===== src/rtl/uart_echo_checker_pkg.sv =====
// uart_echo_checker_pkg
//   Shared definitions for the UART echo checker: default line settings,
//   the bit-period helper, the checker FSM state type and a saturating
//   error-count adder.
package uart_echo_checker_pkg;

    localparam int unsigned DEF_CLK_FREQ = 12_000_000;
    localparam int unsigned DEF_BAUD     = 115_200;

    typedef enum logic [2:0] {
        ST_IDLE      = 3'd0,
        ST_SEND      = 3'd1,
        ST_WAIT_ECHO = 3'd2,
        ST_CHECK     = 3'd3,
        ST_DONE      = 3'd4
    } state_t;

    // Clock cycles per UART bit (integer division).
    function automatic int unsigned uart_bit_cyc(input int unsigned f, input int unsigned b);
        return f / b;
    endfunction

    // 8-bit add of a small increment, clamped at 255.
    function automatic logic [7:0] sat_add8(input logic [7:0] a, input logic [1:0] inc);
        logic [8:0] s;
        s = {1'b0, a} + {7'b0, inc};
        return s[8] ? '1 : s[7:0];
    endfunction

endpackage


===== src/rtl/uart_echo_checker_timer.sv =====
// byte_timer
//   Clearable up-counter that stops at LIMIT and flags it on hit.
//   Ports:
//     clk, rst : clock, asynchronous active-high reset
//     clr      : synchronous clear to zero (wins over en)
//     en       : count enable
//     hit      : high while the count equals LIMIT
module byte_timer
    import uart_echo_checker_pkg::*;
#(
    parameter int unsigned LIMIT = 4160
) (
    input  logic clk,
    input  logic rst,
    input  logic clr,
    input  logic en,
    output logic hit
);

    localparam int unsigned W = $clog2(LIMIT + 1);

    logic [W-1:0] cnt;

    assign hit = (cnt == W'(LIMIT));

    always_ff @(posedge clk or posedge rst) begin
        if (rst) begin
            cnt <= '0;
        end else if (clr) begin
            cnt <= '0;
        end else if (en && !hit) begin
            cnt <= cnt + 1'b1;
        end
    end

endmodule


===== config.mk =====
export PLATFORM = sky130hd
export DESIGN_NAME = byte_timer
export DESIGN_NICKNAME = d
export VERILOG_FILES = /design/src/rtl/uart_echo_checker_pkg.sv /design/src/rtl/uart_echo_checker_timer.sv
export SDC_FILE = /design/constraint.sdc
export NUM_CORES = 1
export LEC_CHECK = 0
export CAP_MARGIN = 20
export CORE_AREA = 3 3 40 42
export CTS_CLUSTER_DIAMETER = 100
export DETAILED_ROUTE_END_ITERATION = 10
export DIE_AREA = 0 0 43 45
export PLACE_DENSITY = 0.86
export SLEW_MARGIN = 10
export SYNTH_ARGS = -nofsm -noshare
export SYNTH_HDL_FRONTEND = slang
export SYNTH_SLANG_ARGS = --single-unit

===== constraint.sdc =====
create_clock -name clk -period 3.3 [get_ports clk]
set_input_delay 0.66 -clock clk [delete_from_list [all_inputs] [get_ports clk]]
set_output_delay 0.66 -clock clk [all_outputs]
set_load 0.05 [all_outputs]

Word level (Yosys, flattened, before mapping) --
Index checks and enable logic that the tools add are counted.
Operators by class: equality and inequality tests 1, add/subtract/negate cells 1, multiplexer cells 2, reductions and logical operators 3
Operators with widths (number):
- 2-to-1 mux 13 bit | 2
- adder 13 x 1 -> 13 bit, second input constant | 1
- equality test 13 bit, second input constant | 1
- nonzero test 2 bit | 1
- logical AND 1 bit | 1
- zero test 1 bit | 1
Storage, ports and cells: word-level logic and storage cells 8, output and inout port bits 1, register bits 13

Depth between registers and ports, before layout --
Gate-level depths: netlist of the first run.
depth after elaboration 5, mapped depth 5

Least setup slack after synthesis of the first run --
Ideal clock, no wire load.
path type reg2out, start point register cnt[0], end point output port hit, arrival 1.420 ns, slack 1.220 ns, cell stages (with the launch flop) 5, path through dfrtp_1 -> inv_1 -> ha_1 -> nor4b_2 -> and3_1
Between the ends: word-level cells in the longest chain between the ends 1
Ends and longest elaborated chain:
- start, declared | line uart_echo_checker_timer.sv:22 | logic [W-1:0] cnt;
- start signal, assigned | line uart_echo_checker_timer.sv:32 | cnt <= cnt + 1'b1;
- equality test 13 bit | line uart_echo_checker_timer.sv:24 | assign hit = (cnt == W'(LIMIT));
- end, declared | line uart_echo_checker_timer.sv:17 | output logic hit
No other way between the ends.

Final worst setup path of the first run --
Same ends and word-level chain as after synthesis.

==> flow_summary_export.csv, run 1 <==
group,metric,value,unit
worst_setup_path,cp-startpoint,"cnt[0]",
clock_tree,cts_setup_buffers,0,
drt,via_per_inst,6.88,
clock_tree,insertion_delay,0.28,ns
final_layout,diodes,0,
drt,first_pass_iters,4,
clock_tree,h-tree-depth,1,
final_layout,reg_top3,"cnt: 13 flops",
worst_setup_path,worstReg2RegEnd,"cnt[10]",
global_routing,globalRouteMet2Util,33.8,%
drt,detail_route.wl_per_cell,16.4,um
synthesis,seq_area_frac_synth,42.1,%
global_routing,grt_max_degree,16,
placed_design,hpwl,1120,um
final_layout,area_growth,8.41,%
sta,rsz0062_at_grt,"no",
worst_setup_path,path_max_fanout,7,
synthesis,syn-num-nets,84,
clock_tree,cts_tree,"built",
clock_tree,cts-root-buf,"clkbuf_4",
sta,setup_viol,0,
global_routing,grt_usage,19.1,%
min_path,min_path_type,"reg2reg",
worst_setup_path,critPathRequiredTime,2.64,ns
power_and_ir_drop,pwr-share-clk,33.5,%
final_layout,nets,90,
power_and_ir_drop,seq_power_share,55.9,%
power_and_ir_drop,intPower,0.224,mW
synthesis,yosys.area_share.simple,30.4,%
final_layout,drive_above_1_share,10.8,%
placed_design,gp_congestion,0.764,
drt,remaining_drc_errors,0,
drt,drtIter0Drc,14,
sta,relSlewSlack,65.2,%
power_and_ir_drop,power.leakage,0.331,nW
synthesis,synth_compound_area_share,17.5,%
final_layout,largest_register_ff_count,13,
sta,skew,0.00224,ns
synthesis,synth_area,773,um^2
global_routing,overflow,0,
sta,drv_slew,0,
clock_tree,cts_resized,0,
synthesis,ys_ff_latch,13,
sta,fin_crit,3.08,ns
clock_tree,cts.path.max_buffers,2,
floorplanning,die_w,43,um
worst_setup_path,ff2ff_setup_slack,1.63,ns
power_and_ir_drop,powerDensity,362,nW/um^2
final_layout,filler_cell_count,106,
placed_design,placed_cell_area,812,um^2
floorplanning,die_area,1940,um^2
global_routing,grt_antenna_before_repair,0,
floorplanning,core,1280,um^2
worst_setup_path,crit_end,"hit",
worst_setup_path,startpoint_type,"flop",
synthesis,syn-instance-count,78,
synthesis,synthAdderAreaFrac,3.24,%
worst_setup_path,r2r_cells,4,
final_layout,regArea,325,um^2
synthesis,syn_area_per_cell,9.91,um^2
sta,finalSetupTns,0,ns
final_layout,multiInputGateArea,413,um^2
placed_design,io_buffer_count,4,
flow_run,drv_cap,0,
global_routing,grt_pass1_vias,667,
synthesis,synth.distinct_cells,27,
synthesis,yosysWarningCount,0,
worst_setup_path,cp-end-kind,"output pin",
global_routing,gr-usage-met1,19.4,%
synthesis,synth_xor_area_share,2.27,%
power_and_ir_drop,swShare,26.2,%
sta,final-hold-violation-count,0,
power_and_ir_drop,comb_power_share,10.6,%
run_status,status,"finished, final reports clean",
sta,period_share,93.3,%
final_layout,regMostFlops,"cnt",
synthesis,synth_top_family_by_area,"simple AND/OR/NAND/NOR gates",
clock_tree,path_clk_slew,0.08,ns
power_and_ir_drop,power.switching,0.0794,mW
sta,clock.fmax,325,MHz
floorplanning,initial_core_util,60.2,%
worst_setup_path,r2r_start,"cnt[0]",
global_routing,top_usage_layer,"met2",
clock_tree,cts.sinks,13,
final_layout,stdcell_area,838,um^2
drt,antenna_left,0,
worst_setup_path,path_class,"reg2out",
sta,worst_pin_slew,0.521,ns
clock_tree,hold_buffers,0,
floorplanning,die_y,45,um
global_routing,grt_pass1_wl,2710,um
worst_setup_path,arrival,2.42,ns
floorplanning,rows,13,
synthesis,yosys-mux-area-fraction,0,%
clock_tree,cts-buffers-inserted,3,
power_and_ir_drop,vdd_drop_max,278,uV
drt,routed_wl,1610,um
global_routing,use_met3,4.78,%
drt,dr_total_vias,674,
floorplanning,ios,5,
[routing by layer]
| layer | up-vias | wire (um) | share of wire [%] |
|---|---|---|---|
| li1 | 312 | - | - |
| met1 | 338 | 681 | 42 |
| met2 | 18 | 815 | 51 |
| met3 | 6 | 69 | 4.3 |
| met4 | 0 | 42 | 2.6 |
| met5 | - | 0 | 0 |
[cell usage after synthesis]
library cell / n / area, um^2
a21oi_1: 10 / 50.1
a311o_2: 1 / 11.3
a31oi_1: 1 / 6.26
and3_1: 1 / 6.26
and4_1: 1 / 8.76
buf_2: 1 / 5.00
buf_6: 1 / 11.3
clkbuf_1: 1 / 3.75
dfrtp_1: 13 / 325
ha_1: 2 / 25.0
inv_1: 4 / 15.0
nand2_1: 4 / 15.0
nand3_1: 2 / 10.0
nand3b_1: 1 / 7.51
nand4_1: 6 / 37.5
nand4_4: 1 / 21.3
nor2_1: 2 / 7.51
nor2b_1: 1 / 6.26
nor4b_2: 3 / 45.0
o21ai_0: 4 / 20.0
o2bb2ai_1: 1 / 8.76
o31ai_1: 4 / 30.0
o32ai_1: 1 / 8.76
or3_1: 5 / 31.3
or3b_2: 1 / 8.76
or4_1: 4 / 30.0
xor2_1: 2 / 17.5
[layout make-up]
class                   count  share of cell area [%]
flip-flops and latches     13                    38.8
clock buffers               4                    3.13
multi-input cells          58                    49.3
repair buffers              4                    4.78
inverters                   4                    1.79
well taps                  15                    2.24
[power groups by stage]
stage / Sequential [mW] / Combinational (mW) / Clock [mW]
6_report: 0.170 / 0.0323 / 0.101
5_1_grt: 0.170 / 0.0371 / 0.108
4_1_cts: 0.169 / 0.0325 / 0.102
3_5_place_dp: 0.173 / 0.0322 / 0
3_3_place_gp: 0.173 / 0.0314 / 0
2_1_floorplan: 0.171 / 0.0229 / 0
[worst max-delay path, stage by stage, from the launching register on]
cell             delay (ns)
dfrtp_1                0.46
inv_1                  0.09
ha_1                   0.14
nor4b_2                0.36
and3_1                 0.27
clkdlybuf4s50_1        0.82
[cell families after synthesis]
family,after synthesis
AOI/OAI and AO/OA,22
adders and majority gates,2
and+or+nand+nor,32
DFF,13
xor gates and xnor gates,2
buffers and inverters,7
[cell usage in the layout, fill, tap and decap left out]
cell type | synthesis | layout
and4_1 | 1 | 1
nand3b_1 | 1 | 1
nand4_4 | 1 | 1
clkbuf_4 | 0 | 3
a31oi_1 | 1 | 1
nor4b_2 | 3 | 3
dfrtp_1 | 13 | 13
ha_1 | 2 | 2
nor2b_1 | 1 | 1
xor2_1 | 2 | 2
nand2_1 | 4 | 4
a21oi_1 | 10 | 10
nand3_1 | 2 | 2
or3_1 | 5 | 5
o31ai_1 | 4 | 4
o32ai_1 | 1 | 1
a311o_2 | 1 | 1
and3_1 | 1 | 1
clkbuf_1 | 1 | 1
inv_1 | 4 | 4
o2bb2ai_1 | 1 | 1
or4_1 | 4 | 4
or3b_2 | 1 | 1
o21ai_0 | 4 | 4
nand4_1 | 6 | 6
nor2_1 | 2 | 2
clkdlybuf4s50_1 | 0 | 4
[stage by stage]
stage / util [%] / setup slack (ns) / instances / hold WS [ns] / power [mW]
floorplan: - / 1.22 / 78 / 0.507 / 0.194
global placement: 63.2 / 0.586 / 94 / 0.533 / 0.204
detailed placement: 63.2 / 0.569 / 94 / 0.552 / 0.205
CTS: 65.2 / 0.226 / 98 / 0.563 / 0.304
global route: 65.2 / 0.101 / 98 / 0.573 / 0.315
finish: 65.2 / 0.221 / 98 / 0.557 / 0.303
[how the worst min path moves through the flow]
stage | start | endpoint | slack [ns] | depth (start not counted)
detailed placement | cnt[12] | cnt[12] | 0.55 | 2
CTS | cnt[12] | cnt[12] | 0.56 | 2
global placement | cnt[12] | cnt[12] | 0.53 | 2
floorplan | cnt[12] | cnt[12] | 0.51 | 2
finish | cnt[12] | cnt[12] | 0.56 | 2
global route | cnt[12] | cnt[12] | 0.57 | 2
(Power assumes the default switching activity.)
==> inputs of run 2 (changes only) <==
--- a/config.mk
+++ b/config.mk
@@ -6,11 +6,10 @@
 export NUM_CORES = 1
 export LEC_CHECK = 0
 export CAP_MARGIN = 20
-export CORE_AREA = 3 3 40 42
+export CORE_UTILIZATION = 50
 export CTS_CLUSTER_DIAMETER = 100
 export DETAILED_ROUTE_END_ITERATION = 10
-export DIE_AREA = 0 0 43 45
-export PLACE_DENSITY = 0.86
+export PLACE_DENSITY = 0.77
 export SLEW_MARGIN = 10
 export SYNTH_ARGS = -nofsm -noshare
 export SYNTH_HDL_FRONTEND = slang
==> run 2 against run 1 <==
Compared with the run above:
- clock power barely moved
- core utilization fell by 3.9 points
- die area fell by 12%
- sequential power barely moved
==> flow_summary_export.csv, run 2 (synthesis results as in run 1) <==
group,metric,value,unit
run_status,status,"finished, final reports clean",
power_and_ir_drop,intPower,0.224,mW
final_layout,reg_top3,"cnt: 13 flops",
clock_tree,cts.path.max_buffers,2,
global_routing,grt_antenna_before_repair,0,
final_layout,diodes,0,
sta,finalSetupTns,0,ns
floorplanning,initial_core_util,56.6,%
sta,timing.hold.ws,0.566,ns
placed_design,placed_cell_area,812,um^2
final_layout,fin_util,61.4,%
clock_tree,path_clk_slew,0.08,ns
sta,worst_pin_slew,0.520,ns
worst_setup_path,critPathRequiredTime,2.64,ns
drt,drtIter0Drc,27,
power_and_ir_drop,pwr-share-clk,33.8,%
floorplanning,ios,5,
final_layout,regMostFlops,"cnt",
worst_setup_path,path_cells,"inv_1 > ha_1 > nor4b_2 > and3_1 > clkdlybuf4s50_1",
drt,via_per_inst,6.46,
drt,detail_route.wl_per_cell,15.7,um
global_routing,grt_pass1_vias,581,
power_and_ir_drop,comb_power_share,10.7,%
placed_design,io_buffer_count,4,
floorplanning,die_area,1710,um^2
power_and_ir_drop,totalPowerFinal,0.304,mW
placed_design,gp_congestion,0.868,
placed_design,dp.cells,94,
clock_tree,cts.sinks,13,
final_layout,stdcell_area,838,um^2
final_layout,final_common_cell,"dfrtp_1",
global_routing,grt_usage,22.9,%
sta,period_share,92.5,%
worst_setup_path,arrival,2.39,ns
flow_run,drv_cap,0,
global_routing,grt_max_degree,16,
drt,first_pass_iters,5,
worst_setup_path,r2r_start,"cnt[0]",
sta,clock.fmax,328,MHz
power_and_ir_drop,power.leakage,0.331,nW
clock_tree,cts_resized,0,
worst_setup_path,cp-startpoint,"cnt[0]",
worst_setup_path,path_class,"reg2out",
worst_setup_path,critPathBufInv,2,
min_path,min_path_type,"reg2reg",
floorplanning,rows,13,
worst_setup_path,startpoint_type,"flop",
clock_tree,hold_buffers,0,
floorplanning,die_w,41.3,um
min_path,hp-start,"cnt[12]",
power_and_ir_drop,power.switching,0.0806,mW
drt,remaining_drc_errors,0,
global_routing,grt_pass1_wl,2480,um
sta,layout_setup_ws,0.248,ns
drt,antenna_left,0,
clock_tree,cts_setup_buffers,0,
worst_setup_path,cp-end-kind,"output pin",
final_layout,largest_register_ff_count,13,
final_layout,area_growth,8.41,%
power_and_ir_drop,vdd_drop_max,205,uV
worst_setup_path,path_max_fanout,7,
clock_tree,cts-buffers-inserted,3,
clock_tree,insertion_delay,0.28,ns
sta,fin_crit,3.05,ns
final_layout,nets,90,
power_and_ir_drop,powerDensity,363,nW/um^2
clock_tree,h-tree-depth,1,
floorplanning,die_y,41.3,um
sta,final-hold-violation-count,0,
sta,rsz0062_at_grt,"no",
final_layout,final_cell_mix,"dfrtp_1, a21oi_1, nand4_1, or3_1",
placed_design,pre_cts_ws,0.586,ns
clock_tree,cts_tree,"built",
worst_setup_path,slowest_stage,"clkdlybuf4s50_1",
sta,skew,0.000829,ns
power_and_ir_drop,seq_power_share,55.5,%
final_layout,fin_cells,98,
final_layout,drive_above_1_share,10.8,%
worst_setup_path,max_stage_delay,0.81,ns
sta,setup_viol,0,
drt,dr_total_vias,633,
clock_tree,cts-root-buf,"clkbuf_4",
drt,routed_wl,1540,um
worst_setup_path,cp_top_family,"buffers and inverters",
placed_design,hpwl,1080,um
floorplanning,core,1370,um^2
sta,relSlewSlack,65.2,%
sta,drv_slew,0,
global_routing,overflow,0,
power_and_ir_drop,swShare,26.5,%
run 2: cell counts in the layout (fill, tap and decap cells not counted):
Identical to the previous run, type by type.
run 2: area by class of cell:
cell class	count	area, um^2
Fill cell	111	528
Multi-Input combinational cell	58	413
Sequential cell	13	325
Timing Repair Buffer	4	40.0
Clock buffer	4	26.3
Tap cell	15	18.8
Inverter	4	15.0
run 2: tightest hold or removal path: stages (launching register included):
cell and delay (ns):
dfrtp_1 0.40, o31ai_1 0.07, a21oi_1 0.06
run 2: path summary, 6_finish.rpt:
check | end | slack [ns] | cells past startpoint
max in group asynchronous | cnt[6] | 2.28 | 2
worst min-delay path | cnt[12] | 0.57 | 2
worst min register to register | cnt[12] | 0.57 | 2
min in group asynchronous | cnt[7] | 0.69 | 2
worst max register to register | cnt[12] | 1.64 | 4
worst max-delay path | hit | 0.25 | 5
run 2: power by group through the flow:
| stage | clock [mW] | combinational [mW] | sequential [mW] |
|---|---|---|---|
| floorplan | 0 | 0.0229 | 0.171 |
| global placement | 0 | 0.0320 | 0.171 |
| detailed placement | 0 | 0.0323 | 0.172 |
| CTS | 0.103 | 0.0324 | 0.169 |
| global route | 0.108 | 0.0375 | 0.169 |
| finish | 0.103 | 0.0325 | 0.169 |
run 2: routing by layer:
| layer | up-vias | GRT usage (%) | share of wire, % |
|---|---|---|---|
| li1 | 313 | - | - |
| met1 | 297 | 29.7 | 46 |
| met2 | 21 | 36.7 | 48 |
| met3 | 2 | 4.79 | 5.1 |
| met4 | 0 | 9.68 | 0.71 |
| met5 | - | 0 | 0 |
==> inputs of run 3 (changes only) <==
--- a/config.mk
+++ b/config.mk
@@ -9,6 +9,7 @@
 export CORE_UTILIZATION = 50
 export CTS_CLUSTER_DIAMETER = 100
 export DETAILED_ROUTE_END_ITERATION = 10
+export HOLD_SLACK_MARGIN = 0.15
 export PLACE_DENSITY = 0.77
 export SLEW_MARGIN = 10
 export SYNTH_ARGS = -nofsm -noshare
==> results of run 3 <==
The final DEF is identical to that of run 2; final timing and power are the same.
